--- src/rtl/fifo_wr_arbiter.sv ---
// fifo_wr_arbiter
// ---------------
// Round-robin arbiter that shares the single write port of an asynchronous
// FIFO, on its write side, among NREQ requesters. A winner keeps the port
// for up to BURST words, so each requester's data lands contiguously in the
// FIFO. The FIFO full flag back-pressures the current owner.
//
// Optional feature macro: FIFO_ARB_WORD_CNT_EN
//   When defined, adds the 32-bit output wr_words. It is a saturating count
//   of words written since reset.
//
// Ports:
//   clk_w       write-domain clock
//   rst_w       synchronous, active-low reset
//   req_valid   per-requester word available
//   req_data    requester i data on bits [i*width +: width]
//   req_ready   per-requester word accepted this cycle
//   full        FIFO full flag from the write pointer/full logic
//   wrt_enable  write request to the pointer logic and the memory
//   wdata       data for the FIFO memory write (zero when not writing)
//   owner       index of the current owner
//   busy        high while an ownership window is open
//   wr_words    (FIFO_ARB_WORD_CNT_EN only) words written since reset

module fifo_wr_arbiter #(
  parameter int width = 32,
  parameter int NREQ  = 4,
  parameter int BURST = 4,
  localparam int OW   = (NREQ > 1) ? $clog2(NREQ) : 1,
  localparam int CW   = $clog2(BURST) + 1
) (
  input  logic                  clk_w,
  input  logic                  rst_w,
  input  logic [NREQ-1:0]       req_valid,
  input  logic [NREQ*width-1:0] req_data,
  output logic [NREQ-1:0]       req_ready,
  input  logic                  full,
  output logic                  wrt_enable,
  output logic [width-1:0]      wdata,
  output logic [OW-1:0]         owner,
  output logic                  busy
`ifdef FIFO_ARB_WORD_CNT_EN
  ,
  output logic [31:0]           wr_words
`endif
);

  typedef enum logic {ST_IDLE, ST_BURST} state_t;

  localparam logic [CW-1:0] CNT_LAST = CW'(BURST - 1);

  state_t        state_q, state_d;
  logic [OW-1:0] owner_q, owner_d;
  logic [OW-1:0] last_q,  last_d;
  logic [CW-1:0] cnt_q,   cnt_d;
  logic          busy_q,  busy_d;

  logic          found;
  logic [OW-1:0] pick;
  logic          in_burst;

  // Round-robin search starting one past the previous owner, wrapping at
  // NREQ (which need not be a power of two).
  always_comb begin
    int idx;
    idx   = 0;
    found = 1'b0;
    pick  = '0;
    for (int i = 0; i < NREQ; i++) begin
      idx = (int'(last_q) + 1 + i) % NREQ;
      if (!found && req_valid[OW'(idx)]) begin
        found = 1'b1;
        pick  = OW'(idx);
      end
    end
  end

  // Handshake is combinational so data passes straight through. It is
  // gated with rst_w so that no word is accepted on a reset edge, even
  // when the reset arrives mid-burst.
  always_comb begin
    in_burst   = (state_q == ST_BURST) && rst_w;
    req_ready  = '0;
    wrt_enable = 1'b0;
    wdata      = '0;
    if (in_burst && !full) begin
      req_ready  = NREQ'(1) << owner_q;
      wrt_enable = req_valid[owner_q];
    end
    if (wrt_enable) begin
      wdata = req_data[int'(owner_q)*width +: width];
    end
  end

  // Next-state logic. A full FIFO stalls the window without releasing it,
  // because full is global and no other requester could make progress.
  always_comb begin
    state_d = state_q;
    owner_d = owner_q;
    last_d  = last_q;
    cnt_d   = cnt_q;
    busy_d  = busy_q;
    case (state_q)
      ST_IDLE: begin
        if (found) begin
          owner_d = pick;
          cnt_d   = '0;
          state_d = ST_BURST;
          busy_d  = 1'b1;
        end
      end
      ST_BURST: begin
        if (!full) begin
          if (req_valid[owner_q] && (cnt_q != CNT_LAST)) begin
            cnt_d = cnt_q + CW'(1);
          end else begin
            // Either the window is exhausted or the owner has released.
            state_d = ST_IDLE;
            last_d  = owner_q;
            busy_d  = 1'b0;
          end
        end
      end
      default: begin
        state_d = ST_IDLE;
        busy_d  = 1'b0;
      end
    endcase
  end

  // last resets to NREQ-1 so that requester 0 has first priority.
  always_ff @(posedge clk_w) begin
    if (!rst_w) begin
      state_q <= ST_IDLE;
      owner_q <= '0;
      last_q  <= OW'(NREQ - 1);
      cnt_q   <= '0;
      busy_q  <= 1'b0;
    end else begin
      state_q <= state_d;
      owner_q <= owner_d;
      last_q  <= last_d;
      cnt_q   <= cnt_d;
      busy_q  <= busy_d;
    end
  end

  assign owner = owner_q;
  assign busy  = busy_q;

`ifdef FIFO_ARB_WORD_CNT_EN
  logic [31:0] wr_words_q, wr_words_d;

  // Saturating count of words written.
  always_comb begin
    wr_words_d = wr_words_q;
    if (wrt_enable && (wr_words_q != 32'hFFFF_FFFF)) begin
      wr_words_d = wr_words_q + 32'd1;
    end
  end

  always_ff @(posedge clk_w) begin
    if (!rst_w) begin
      wr_words_q <= '0;
    end else begin
      wr_words_q <= wr_words_d;
    end
  end

  assign wr_words = wr_words_q;
`endif

endmodule
--- config.mk ---
export PLATFORM = sky130hd
export DESIGN_NAME = fifo_wr_arbiter
export DESIGN_NICKNAME = d
export VERILOG_FILES = /design/src/rtl/fifo_wr_arbiter.sv
export SDC_FILE = /design/constraint.sdc
export NUM_CORES = 1
export LEC_CHECK = 0
export CELL_PAD_IN_SITES_DETAIL_PLACEMENT = 0
export CELL_PAD_IN_SITES_GLOBAL_PLACEMENT = 1
export CORE_ASPECT_RATIO = 0.75
export CORE_MARGIN = 1.5
export CORE_UTILIZATION = 21
export DETAILED_ROUTE_END_ITERATION = 10
export MAX_ROUTING_LAYER = met4
export PLACE_DENSITY_LB_ADDON = 0.15
export SYNTH_ARGS = -nofsm -noshare
export SYNTH_HDL_FRONTEND = slang
export SYNTH_SLANG_ARGS = --single-unit
--- constraint.sdc ---
create_clock -name clk_w -period 2.5 [get_ports clk_w]
set_input_delay 0.75 -clock clk_w [delete_from_list [all_inputs] [get_ports clk_w]]
set_output_delay 0.75 -clock clk_w [all_outputs]
set_load 0.02 [all_outputs]
# == Word-level counts from Yosys, hierarchy flattened ==
# Cells that the tools add are included.
# totals
ff_bits,9
inputBits,135
out_inout_bits,40
wordCells,76
# classes
n_addsub,5
order_cmp,5
eq_ne,5
shift,2
mux,37
n_bitwise,3
n_reduce_logical,14
# ops
cell,n
$shiftx A128 B8 Y32,1
$mux W32,1
$mux W1,20
$lt A2 B4 Y1 const B,4
$bmux W1 S2,5
$mux W3,3
$reduce_and A3 Y1,3
$mux W2,4
$add A2 B2 Y2 const B,3
$logic_and A1 B1 Y1,6
$ne A2 B2 Y1 const B,3
$pmux W3 S2,1
$logic_not A1 Y1,4
$mux W4,1
$pmux W1 S2,2
$shl A1 B2 Y4 const A,1
$add A3 B1 Y3 const B,1
$lt A2 B3 Y1 const B,1
$ne A3 B2 Y1 const B,1
$not A1 Y1,3
$add A2 B1 Y2 const B,1
$ne A2 B1 Y1 const B,1
$reduce_and A2 Y1,1

# == Logic depth before layout (Yosys ltp) ==
# Gate-level depths: netlist (run 1).
# logic_depth
depth_word,16
mapped_depth,6
ltp_nobuf,6

# == Worst setup path after synthesis (run 1) ==
# Ideal clock, no wire load.
# synth_path
path_kind,input-to-output
start,input full
end,output wdata[10]
t_arrival_ns,1.602
required_time_ns,1.750
path_slack_ns,0.148
cell_stages,5
path_buffers,1
path_cell_list,nor2b_1 > nand2_1 > or2_4 > buf_12 > nor2b_4
# synth_between
elab_chain_len,4
# synth_rtl
element,line_no,source
start: declaration,37,"input logic full,"
$logic_not A1 Y1,--,
$logic_and A1 B1 Y1,86,if (in_burst && !full) begin
$mux W1,86,
$mux W32,90,if (wrt_enable) begin
end: declaration,39,"output logic [width-1:0] wdata,"
# Every way passes these cells.

# == Final worst setup path (run 1) ==
# layout_path
start,input req_valid[0]
end,output wdata[23]
# layout_between
elab_chain_len,4
# layout_rtl
element,line_no,source
start: declaration,34,"input logic [NREQ-1:0] req_valid,"
$bmux W1 S2,88,wrt_enable = req_valid[owner_q];
$mux W1 (implied by the code),88,
$mux W1,86,
$mux W32,90,
# Every way passes these cells. The select of a mux whose other input is x is not followed.

==> impl_results.md, run 1 <==
* Clock tree buffer depth at 2
* Proportion of power drawn by the clock network at 0.249
* Maximum frequency from static timing analysis at around 380 MHz
* DP HPWL at between 6 and 7 mm
* Net count, final at approximately 470
* Element type at the critical path end: output port
* Pre-Repair DR Iteration Count at 4
* Critical hold path startpoint: cnt_q[2]$_SDFFE_PN0P_
* Reg2Reg Launch Point: owner[0]$_SDFFE_PN0P_
* Insertion delay to the later sink of the worst-skew pair at about 0.24 ns
* Count of nets left with antenna violations after detail routing at 0
* Maximum ir drop on the vdd rail at 0.232 mV
* Post-Syn Area at roughly 0.0018 sq mm
* Starting density of the core at 0.216
* Max Fanout on Critical Path at 7
* Worst setup path class: input port to output port
* Hold path endpoint: cnt_q[2]$_SDFFE_PN0P_
* Final worst path period share at 1.07
* Worst reg2reg path depth at 6
* CTS Root Cell: sky130_fd_sc_hd__clkbuf_16
* Number of distinct standard cells referenced by the synthesized netlist at 34
* Switching part of the total at 0.264
* Share of flip-flops with an asynchronous set or reset at 0
* Area overhead of the layout relative to synthesis at 117%
* Violations in the final reports: setup timing
* Die width at approximately 110 microns
* Via-to-Cell Ratio at approximately 4.5
* Total Die Area at between 0.009 and 0.01 sq mm
* Setup Viol. Count Final at 33
* # diodes at 0
* Seq cells post-synth at 9
* Htree depth at 1
* Final wirelength at 7.44 mm
* Dominant synthesized flop cell: sky130_fd_sc_hd__dfxtp_1
* Initial antenna violation count at 0
* Overflow left after global routing at 0
* Fraction of final layout cells sized beyond drive strength 1 at 0.435
* Global-route wire length before repair at roughly 12 mm
* Total global routing track utilization at 0.167
* Sort of element at the start of the critical path: input port
* Most frequent standard cell in the layout excluding fill and tap cells: sky130_fd_sc_hd__clkdlybuf4s50_1
* First DRT Iteration DRCs at 50
* Cell Int Power at roughly 0.8 mW
* Vias in the first global route at between 2000 and 2500
* Overall power consumption at 1.12 mW
* Wire per inst at 16.9 microns
* Number of flops mapped to enable cells by yosys at 0
* Total clock buffers created by CTS at 3
* Count of yosys warnings during synthesis at 0
* Pleak at around 1.7 nW
* Final Hold Vio Count at 0
* RSZ-0062 raised after global routing: yes
* Reg2Reg Setup Slack at roughly 0.66 ns
* I/O Buffers at ~170
* Setup slack after placement at -0.946 ns
* Part of the total power dissipated in combinational logic at 0.600
* Most used cells in the layout excluding fill and tap cells: sky130_fd_sc_hd__clkdlybuf4s50_1 (76), sky130_fd_sc_hd__dlygate4sd2_1 (48), sky130_fd_sc_hd__buf_6 (38)
* Final setup slack of the worst path at -0.164 ns
* Worst endpoint required time at 1.75 ns
* Pin count of the biggest net entering global routing at 22
* RR Endpoint: last_q[1]$_SDFFE_PN1P_
* Transition time of the tightest slew-check pin at 0.397 ns
* Number of nets produced by synthesis at between 200 and 300
* Class of the tightest hold or removal check: flop to flop
* Vias after detailed routing at approximately 2000
* Final count of pins violating max slew at 0
* Power density relative to cell area at around 280 mW/mm^2
* Sequential cell area fraction in the yosys report at 0.0990
* Placeable core area at between 0.008 and 0.009 sq mm
* Worst clock skew at approximately 0.0046 ns
* Standard-cell row count at 29
* Clock net sink count at 9
* Global placer's final weighted congestion at about 0.81
* Worst hold path depth at 2
* Flop pwr share at 0.151
* Reg clk slew, reported paths at 0.04 ns
* Number of instances in the synthesized netlist at between 100 and 150
* CTS tree: built
* Data arrival time of the critical path at around 1.9 ns
* Outcome: finished with violations
* Ports at about 180
* Max-cap viol count at 0
* Switching power of the nets at 0.296 mW
* Slew Limit Headroom at 0.735
* Syn_area_per_cell at between 10 and 15 sq um
* Final critical delay including setup and external delays at between 2 and 3 ns
* Post-route DRC at 0
* Die height at between 80 and 90 microns
==> through the flow <==
| step | instance area, sq um | util | setup TNS (ns) | hold WS, ns | instances |
|---|---|---|---|---|---|
| 2_1_floorplan | 1820 | - | 0 | 0.447 | 139 |
| 3_3_place_gp | 3800 | 0.451 | -31.61 | 0.458 | 430 |
| 3_5_place_dp | 3800 | 0.451 | -31.90 | 0.470 | 430 |
| 4_1_cts | 3980 | 0.473 | -4.94 | 0.474 | 439 |
| 5_1_grt | 3950 | 0.470 | -5.60 | 0.489 | 439 |
| 6_report | 3950 | 0.470 | -3.74 | 0.467 | 439 |
==> area by class of cell <==
class / instances / area [sq um]
clock inverters: 1 / 5.00
fillers: 799 / 4460
repair buffers: 200 / 2010
clock buffers: 3 / 75.1
flip-flops and latches: 9 / 183
multi-input cells: 114 / 1520
well taps: 108 / 135
inverters: 4 / 17.5
==> cells in the mapped netlist (2+ instances only) <==
cell type / count / share of area
sky130_fd_sc_hd__buf_12: 3 / 0.033
sky130_fd_sc_hd__buf_6: 3 / 0.019
sky130_fd_sc_hd__buf_2: 4 / 0.011
sky130_fd_sc_hd__nand2b_1: 5 / 0.017
sky130_fd_sc_hd__mux4_2: 32 / 0.40
sky130_fd_sc_hd__dfxtp_1: 9 / 0.099
sky130_fd_sc_hd__mux2_4: 2 / 0.016
sky130_fd_sc_hd__mux2i_1: 6 / 0.033
sky130_fd_sc_hd__nand2_1: 5 / 0.010
sky130_fd_sc_hd__nor3b_1: 2 / 0.0082
sky130_fd_sc_hd__ha_1: 2 / 0.014
sky130_fd_sc_hd__nor2_1: 4 / 0.0082
sky130_fd_sc_hd__nor2b_1: 5 / 0.017
sky130_fd_sc_hd__o21ai_0: 2 / 0.0055
sky130_fd_sc_hd__inv_1: 3 / 0.0062
sky130_fd_sc_hd__clkbuf_1: 2 / 0.0041
sky130_fd_sc_hd__a21oi_1: 2 / 0.0055
sky130_fd_sc_hd__nor2b_4: 29 / 0.22
sky130_fd_sc_hd__nand3_1: 4 / 0.011
==> power groups by stage <==
stage	sequential [mW]	clock, mW	combinational (mW)
floorplan	0.174	0	0.358
global placement	0.171	0	0.685
detailed placement	0.171	0	0.687
CTS	0.169	0.287	0.687
global route	0.171	0.301	0.717
finish	0.169	0.279	0.672
==> logic make-up after synthesis <==
logic type / share of synthesized area
simple gates: 0.308
buf+inv: 0.0749
flops: 0.0990
mux: 0.445
fa+ha+maj: 0.0137
compound gates: 0.0591
==> flip-flops by register name, indices dropped and copies added (netlist names) <==
| name | count |
|---|---|
| cnt_q | 3 |
| state_q | 1 |
| busy | 1 |
| owner | 2 |
| last_q | 2 |
==> what timing repair did <==
action                                  CTS  global route
pin swaps                                 2             1
endpoints found under the setup margin   37            37
gates cloned                              2             0
hold buffers                              0             0
resized for setup                       282            18
hold endpoints to repair                  0             0
buffers inserted                          3             2
==> layer usage <==
metal | GRT usage | wire (microns) | vias to the layer above
li1 | - | - | 931
met1 | 0.192 | 2950 | 944
met2 | 0.305 | 3890 | 94
met3 | 0.0392 | 536 | 6
met4 | 0.0210 | 63 | 0
met5 | - | 0 | -
==> critical path: stages <==
cell and delay [ns]:
sky130_fd_sc_hd__buf_6 0.09, sky130_fd_sc_hd__mux2_4 0.28, sky130_fd_sc_hd__mux2i_1 0.13, sky130_fd_sc_hd__or2_4 0.26, sky130_fd_sc_hd__buf_6 0.14, sky130_fd_sc_hd__buf_6 0.10
sky130_fd_sc_hd__nor2b_4 0.03, sky130_fd_sc_hd__buf_6 0.12
==> worst max path at each step <==
stage / from / end / slack, ns / depth (start not counted)
floorplan: full / wdata[10] / 0.15 / 5
global placement: req_valid[2] / wdata[6] / -0.92 / 7
detailed placement: req_valid[3] / wdata[1] / -0.95 / 7
CTS: req_valid[2] / wdata[0] / -0.23 / 8
global route: req_valid[2] / wdata[23] / -0.23 / 8
finish: req_valid[0] / wdata[23] / -0.16 / 8
No activity file was read; power rests on OpenSTA's default activity.
==> run 2: changes to the inputs <==
--- a/config.mk
+++ b/config.mk
@@ -8,9 +8,10 @@
 export CELL_PAD_IN_SITES_DETAIL_PLACEMENT = 0
 export CELL_PAD_IN_SITES_GLOBAL_PLACEMENT = 1
 export CORE_ASPECT_RATIO = 0.75
-export CORE_MARGIN = 1.5
-export CORE_UTILIZATION = 21
+export CORE_MARGIN = 2
+export CORE_UTILIZATION = 45
 export DETAILED_ROUTE_END_ITERATION = 10
+export DONT_BUFFER_PORTS = 1
 export MAX_ROUTING_LAYER = met4
 export PLACE_DENSITY_LB_ADDON = 0.15
 export SYNTH_ARGS = -nofsm -noshare
==> run 2 against run 1 <==
The run now ends clean. Global-route usage up 3.4 points. Utilization up 7.7 points. Combinational power down 37%. Critical endpoint is now wdata[2]. Largest power group unchanged.
==> impl_results.md, run 2 (synthesized netlist as in run 1, its figures left out) <==
* Total Die Area at between 0.004 and 0.005 sq mm
* Total negative setup slack at 0 ns
* Global placer's final weighted congestion at around 0.83
* Setup slack after placement at just under 0.05 ns
* Pin count of the biggest net entering global routing at 23
* Count of nets left with antenna violations after detail routing at 0
* Slew Limit Headroom at 0.685
* Max-cap viol count at 0
* Hold_ws at around 0.47 ns
* First DRT Iteration DRCs at 24
* Insertion delay to the later sink of the worst-skew pair at approximately 0.23 ns
* Element type at the critical path end: output port
* Worst clock skew at roughly 0.00090 ns
* Largest register FFs at 3
* Net count, final at between 200 and 300
* Worst setup path class: input port to output port
* Initial antenna violation count at 0
* Overflow left after global routing at 0
* Reg2Reg Launch Point: owner[1]$_SDFFE_PN0P_
* Worst setup path startpoint: req_valid[2]
* Worst hold path depth at 2
* RSZ-0062 raised after global routing: no
* Final wirelength at approximately 4.9 mm
* CTS tree: built
* Most frequent standard cell in the layout excluding fill and tap cells: sky130_fd_sc_hd__mux4_2
* Register containing the most flip-flops in the final layout: cnt_q
* Number of buffers added to fix hold violations after cts at 0
* Critical hold path startpoint: cnt_q[1]$_SDFFE_PN0P_
* Sequential Area at 185 sq um
* Highest metal layer with signal wires: met4
* Vias in the first global route at ~1300
* Outcome: finished, final reports clean
* Ports at ~180
* Fraction of final layout cells sized beyond drive strength 1 at 0.616
* Final Hold Vio Count at 0
* Via-to-Cell Ratio at approximately 6.4
* Placeable core area at 0.00378 sq mm
* Final critical delay including setup and external delays at roughly 2.4 ns
* Reg clk slew, reported paths at about 0.04 ns
* DP HPWL at 4.26 mm
* Class of the tightest hold or removal check: flop to flop
* Die width at between 70 and 80 microns
* Hold path endpoint: cnt_q[1]$_SDFFE_PN0P_
* Post-route DRC at 0
* Sum of met2 wire segment lengths after detailed routing at approximately 2.6 mm
* Vias after detailed routing at roughly 1300
* Power density relative to cell area at around 370 mW/mm^2
* Metal1 wirelength at about 1.9 mm
* Standard-cell row count at 19
* Final worst path period share at 0.978
* Global-route wire length before repair at a little under 7 mm
* Multi-input combinational cell area at approximately 0.0015 sq mm
* Clock net sink count at 9
* Total clock buffers created by CTS at 3
* CTS Root Cell: sky130_fd_sc_hd__clkbuf_8
* Maximum frequency from static timing analysis at approximately 400 MHz
* Starting density of the core at 0.482
* Max Fanout on Critical Path at 9
* Worst endpoint required time at between 1.5 and 2 ns
* Sort of element at the start of the critical path: input port
* Final setup slack of the worst path at 0.0548 ns
* Die height at 59.1 microns
* # diodes at 0
* Wire per inst at 24.1 microns
* Final count of pins violating max slew at 0
* Reg2Reg Setup Slack at just under 0.7 ns
* Fill cell instance count of the final layout at 307
* Pre-Repair DR Iteration Count at 4
* Pleak at approximately 0.75 nW
* Most used cells in the layout excluding fill and tap cells: sky130_fd_sc_hd__mux4_2 (32), sky130_fd_sc_hd__nor2b_4 (29), sky130_fd_sc_hd__buf_4 (12)
* Area overhead of the layout relative to synthesis at 13.6%
* Worst reg2reg path depth at 5
* Clock tree buffer depth at 2
* Setup Viol. Count Final at 0
* Transition time of the tightest slew-check pin at about 0.47 ns
* Maximum ir drop on the vdd rail at between 0.3 and 0.4 mV
* Data arrival time of the critical path at between 1.5 and 2 ns
* Total global routing track utilization at 0.201
* RR Endpoint: cnt_q[2]$_SDFFE_PN0P_
* I/O Buffers at 0
* Length of routed met3 wiring at approximately 400 microns
* Htree depth at 1
[run 2: cell count changes in the layout (fill, tap and decap cells not counted), moves of 2 or more]
cell | before | now
sky130_fd_sc_hd__buf_4 | 18 | 12
sky130_fd_sc_hd__buf_6 | 38 | 0
sky130_fd_sc_hd__dlymetal6s2s_1 | 8 | 1
sky130_fd_sc_hd__nor2b_1 | 2 | 4
sky130_fd_sc_hd__clkdlybuf4s50_1 | 76 | 0
sky130_fd_sc_hd__clkbuf_2 | 3 | 0
sky130_fd_sc_hd__clkbuf_8 | 0 | 3
sky130_fd_sc_hd__nor2b_4 | 31 | 29
sky130_fd_sc_hd__clkbuf_16 | 3 | 1
sky130_fd_sc_hd__dlygate4sd2_1 | 48 | 0
[run 2: critical path: stages]
cell and delay (ns):
sky130_fd_sc_hd__mux2_4 0.28, sky130_fd_sc_hd__mux2i_2 0.16, sky130_fd_sc_hd__or2_4 0.23, sky130_fd_sc_hd__buf_12 0.19, sky130_fd_sc_hd__nor2b_4 0.07
[run 2: cell type report]
| cell class | count | area share |
|---|---|---|
| multi-input combinational | 114 | 0.730 |
| tap | 52 | 0.0315 |
| sequential | 9 | 0.0895 |
| clock buffer | 4 | 0.0218 |
| inverter | 4 | 0.00726 |
| timing repair buffer | 20 | 0.120 |
[run 2: report_power, final]
| group | total (mW) | internal (mW) | switching [mW] |
|---|---|---|---|
| registers | 0.180 | 0.156 | 0.0243 |
| logic | 0.424 | 0.269 | 0.155 |
| clock network | 0.163 | 0.111 | 0.0520 |
[run 2: worst max path at each step]
stage                 to  slack, ns  depth (start not counted)
3_5_place_dp   wdata[12]       0.05                          5
2_1_floorplan  wdata[10]       0.15                          5
3_3_place_gp   wdata[12]       0.09                          5
4_1_cts         wdata[1]       0.03                          4
6_report        wdata[2]       0.05                          5
5_1_grt        wdata[10]      0.005                          5
[run 2: timing repair]
| item | 4_1_cts | 5_1_grt |
|---|---|---|
| setup buffers | 0 | 5 |
| cloned | 0 | 1 |
| setup endpoints to repair | 33 | 33 |
| gates resized for setup | 1 | 2 |
[run 2: per-stage QoR]
step | utilization | instance area [sq um] | power, mW | cells
floorplan | - | 1820 | 0.533 | 139
global placement | 0.512 | 1930 | 0.575 | 193
detailed placement | 0.512 | 1930 | 0.581 | 193
CTS | 0.524 | 1980 | 0.749 | 197
global route | 0.547 | 2070 | 0.814 | 203
finish | 0.547 | 2070 | 0.767 | 203
[run 2: routing by layer]
layer	vias to the layer above	track usage
met5	-	-
met2	92	0.361
met3	2	0.0518
met1	628	0.239
li1	572	-
met4	0	0.0230
==> run 3: changes to the inputs <==
--- a/config.mk
+++ b/config.mk
@@ -13,7 +13,7 @@
 export DETAILED_ROUTE_END_ITERATION = 10
 export DONT_BUFFER_PORTS = 1
 export MAX_ROUTING_LAYER = met4
-export PLACE_DENSITY_LB_ADDON = 0.15
+export PLACE_DENSITY = 0.78
 export SYNTH_ARGS = -nofsm -noshare
 export SYNTH_HDL_FRONTEND = slang
 export SYNTH_SLANG_ARGS = --single-unit
==> run 3 against run 2 <==
Cell count decreased by 2.0%. Clock power barely moved. Highest routed layer unchanged. Register-to-register slack better by 0.14 ns. Global-route usage rose by 1.5 points. Routed wire length rose by 4.8%. Via count fell by 0.77%. Utilization fell by 2.3 points. Sequential share of layout area grew 0.26 points. Largest cell class unchanged. Maximum frequency shrank 0.77%.
==> impl_results.md, run 3 (synthesized netlist as in run 1, its figures left out) <==
* Outcome: finished, final reports clean
* Worst setup path class: input port to output port
* RSZ-0062 raised after global routing: no
* Clock tree buffer depth at 2
* Most used cells in the layout excluding fill and tap cells: sky130_fd_sc_hd__mux4_2 (32), sky130_fd_sc_hd__nor2b_4 (29), sky130_fd_sc_hd__buf_4 (12)
* Hold_ws at a little under 0.5 ns
* Vias in the first global route at around 1300
* Die height at approximately 59 microns
* Worst clock skew at between 0.004 and 0.005 ns
* # Post-CTS Setup Buffers at 0
* Fill cell instance count of the final layout at ~330
* Largest register FFs at 3
* Maximum frequency from static timing analysis at 406 MHz
* Final Hold Vio Count at 0
* Global-route wire length before repair at ~7.4 mm
* Maximum single-stage delay on the critical path at 0.26 ns
* CTS tree: built
* Post-route DRC at 0
* Vias after detailed routing at 1284
* Total Die Area at 0.00458 sq mm
* Clock net sink count at 9
* Core utilization of the finished layout at 0.525
* Fraction of final layout cells sized beyond drive strength 1 at 0.605
* Slowest CP cell: sky130_fd_sc_hd__mux2_4
* Area overhead of the layout relative to synthesis at 8.93%
* Most frequent standard cell in the layout excluding fill and tap cells: sky130_fd_sc_hd__mux4_2
* Max-cap viol count at 0
* Overall power consumption at approximately 0.74 mW
* Initial antenna violation count at 0
* Reg clk slew, reported paths at ~0.040 ns
* Power density relative to cell area at ~370 mW/mm^2
* Setup Viol. Count Final at 0
* Insertion delay to the later sink of the worst-skew pair at between 0.2 and 0.25 ns
* Final critical delay including setup and external delays at between 2 and 2.5 ns
* Pleak at 0.703 nW
* Wire per inst at between 20 and 30 microns
* Pin count of the biggest net entering global routing at 26
* Post-CTS Resized at 0
* Pre-Repair DR Iteration Count at 4
* CTS Root Cell: sky130_fd_sc_hd__clkbuf_8
* Total global routing track utilization at 0.216
* Htree depth at 1
* Standard-cell row count at 19
* Die width at slightly below 80 microns
* Critical-path cell list: mux2_4 > mux2i_1 > or2_4 > buf_12 > inv_2
* DP HPWL at ~4.5 mm
* Starting density of the core at 0.482
* Number of buffers added to fix hold violations after cts at 0
* # diodes at 0
* Worst endpoint required time at about 1.8 ns
* Global placer's final weighted congestion at 0.819
* Ports at roughly 180
* Max Fanout on Critical Path at 10
* Maximum ir drop on the vdd rail at 0.251 mV
* Total clock buffers created by CTS at 3
* Count of nets left with antenna violations after detail routing at 0
* Overflow left after global routing at 0
* Final wirelength at about 5 mm
* Sort of element at the start of the critical path: input port
* Transition time of the tightest slew-check pin at 0.422 ns
* Element type at the critical path end: output port
* Class of the tightest hold or removal check: flop to flop
* Register containing the most flip-flops in the final layout: cnt_q
* First DRT Iteration DRCs at 59
* Data arrival time of the critical path at between 1.5 and 2 ns
* Final worst path period share at 0.986
* Placeable core area at 0.00378 sq mm
* Net count, final at about 290
* Total negative setup slack at 0 ns
* Slew Limit Headroom at 0.718
* Final count of pins violating max slew at 0
* Via-to-Cell Ratio at approximately 6.5
* I/O Buffers at 0
[run 3: cell count changes in the layout (fill, tap and decap cells not counted), sizes merged]
| cell | delta |
|---|---|
| dlymetal6s2s | -1 |
| clkinv | +1 |
| clkbuf | -2 |
| buf | -2 |
[run 3: path summary, 6_finish.rpt]
kind,startpoint,endpoint,slack (ns),cells past startpoint
setup / recovery,req_valid[2],wrt_enable,0.04,5
hold / removal,cnt_q[2]$_SDFFE_PN0P_,cnt_q[2]$_SDFFE_PN0P_,0.49,2
setup reg to reg,cnt_q[0]$_SDFFE_PN0P_,cnt_q[0]$_SDFFE_PN0P_,0.83,6
hold reg to reg,cnt_q[2]$_SDFFE_PN0P_,cnt_q[2]$_SDFFE_PN0P_,0.49,2
[run 3: power breakdown]
part / switching [mW] / internal [mW] / total, mW
Clock: 0.0554 / 0.108 / 0.164
Combinational: 0.156 / 0.246 / 0.402
Sequential: 0.0153 / 0.156 / 0.171
Total: 0.227 / 0.510 / 0.737
[run 3: stage by stage]
step                std cells  setup WS, ns  area [sq um]
CTS                       199        0.0266          1980
global route              199       0.00328          1980
floorplan                 139         0.148          1820
global placement          195        0.0467          1940
detailed placement        195        0.0381          1940
finish                    199        0.0358          1980
[run 3: layout make-up]
| class | count | area (sq um) | share of cell area |
|---|---|---|---|
| Clock buffer | 3 | 41.3 | 0.0208 |
| Clock inverter | 1 | 5.00 | 0.00252 |
| Inverter | 4 | 15.0 | 0.00757 |
| Multi-Input combinational cell | 114 | 1500 | 0.758 |
| Sequential cell | 9 | 183 | 0.0921 |
| Tap cell | 52 | 65.1 | 0.0328 |
| Timing Repair Buffer | 16 | 170 | 0.0858 |
[run 3: critical path, delay by kind of cell]
family	cells	cell delay, ns
multiplexers	2	0.43
AND/OR/NAND/NOR	1	0.25
buffers and inverters	2	0.27
[run 3: per-layer routing]
metal  part of all wire  routed length (microns)  vias to the layer above  GRT usage
li1                   -                        -                      559          -
met1               0.37                     1900                      625      0.263
met2               0.54                     2770                       96      0.384
met3              0.081                      414                        4     0.0381
met4             0.0066                       34                        0     0.0459
met5                  0                        0                        -          -
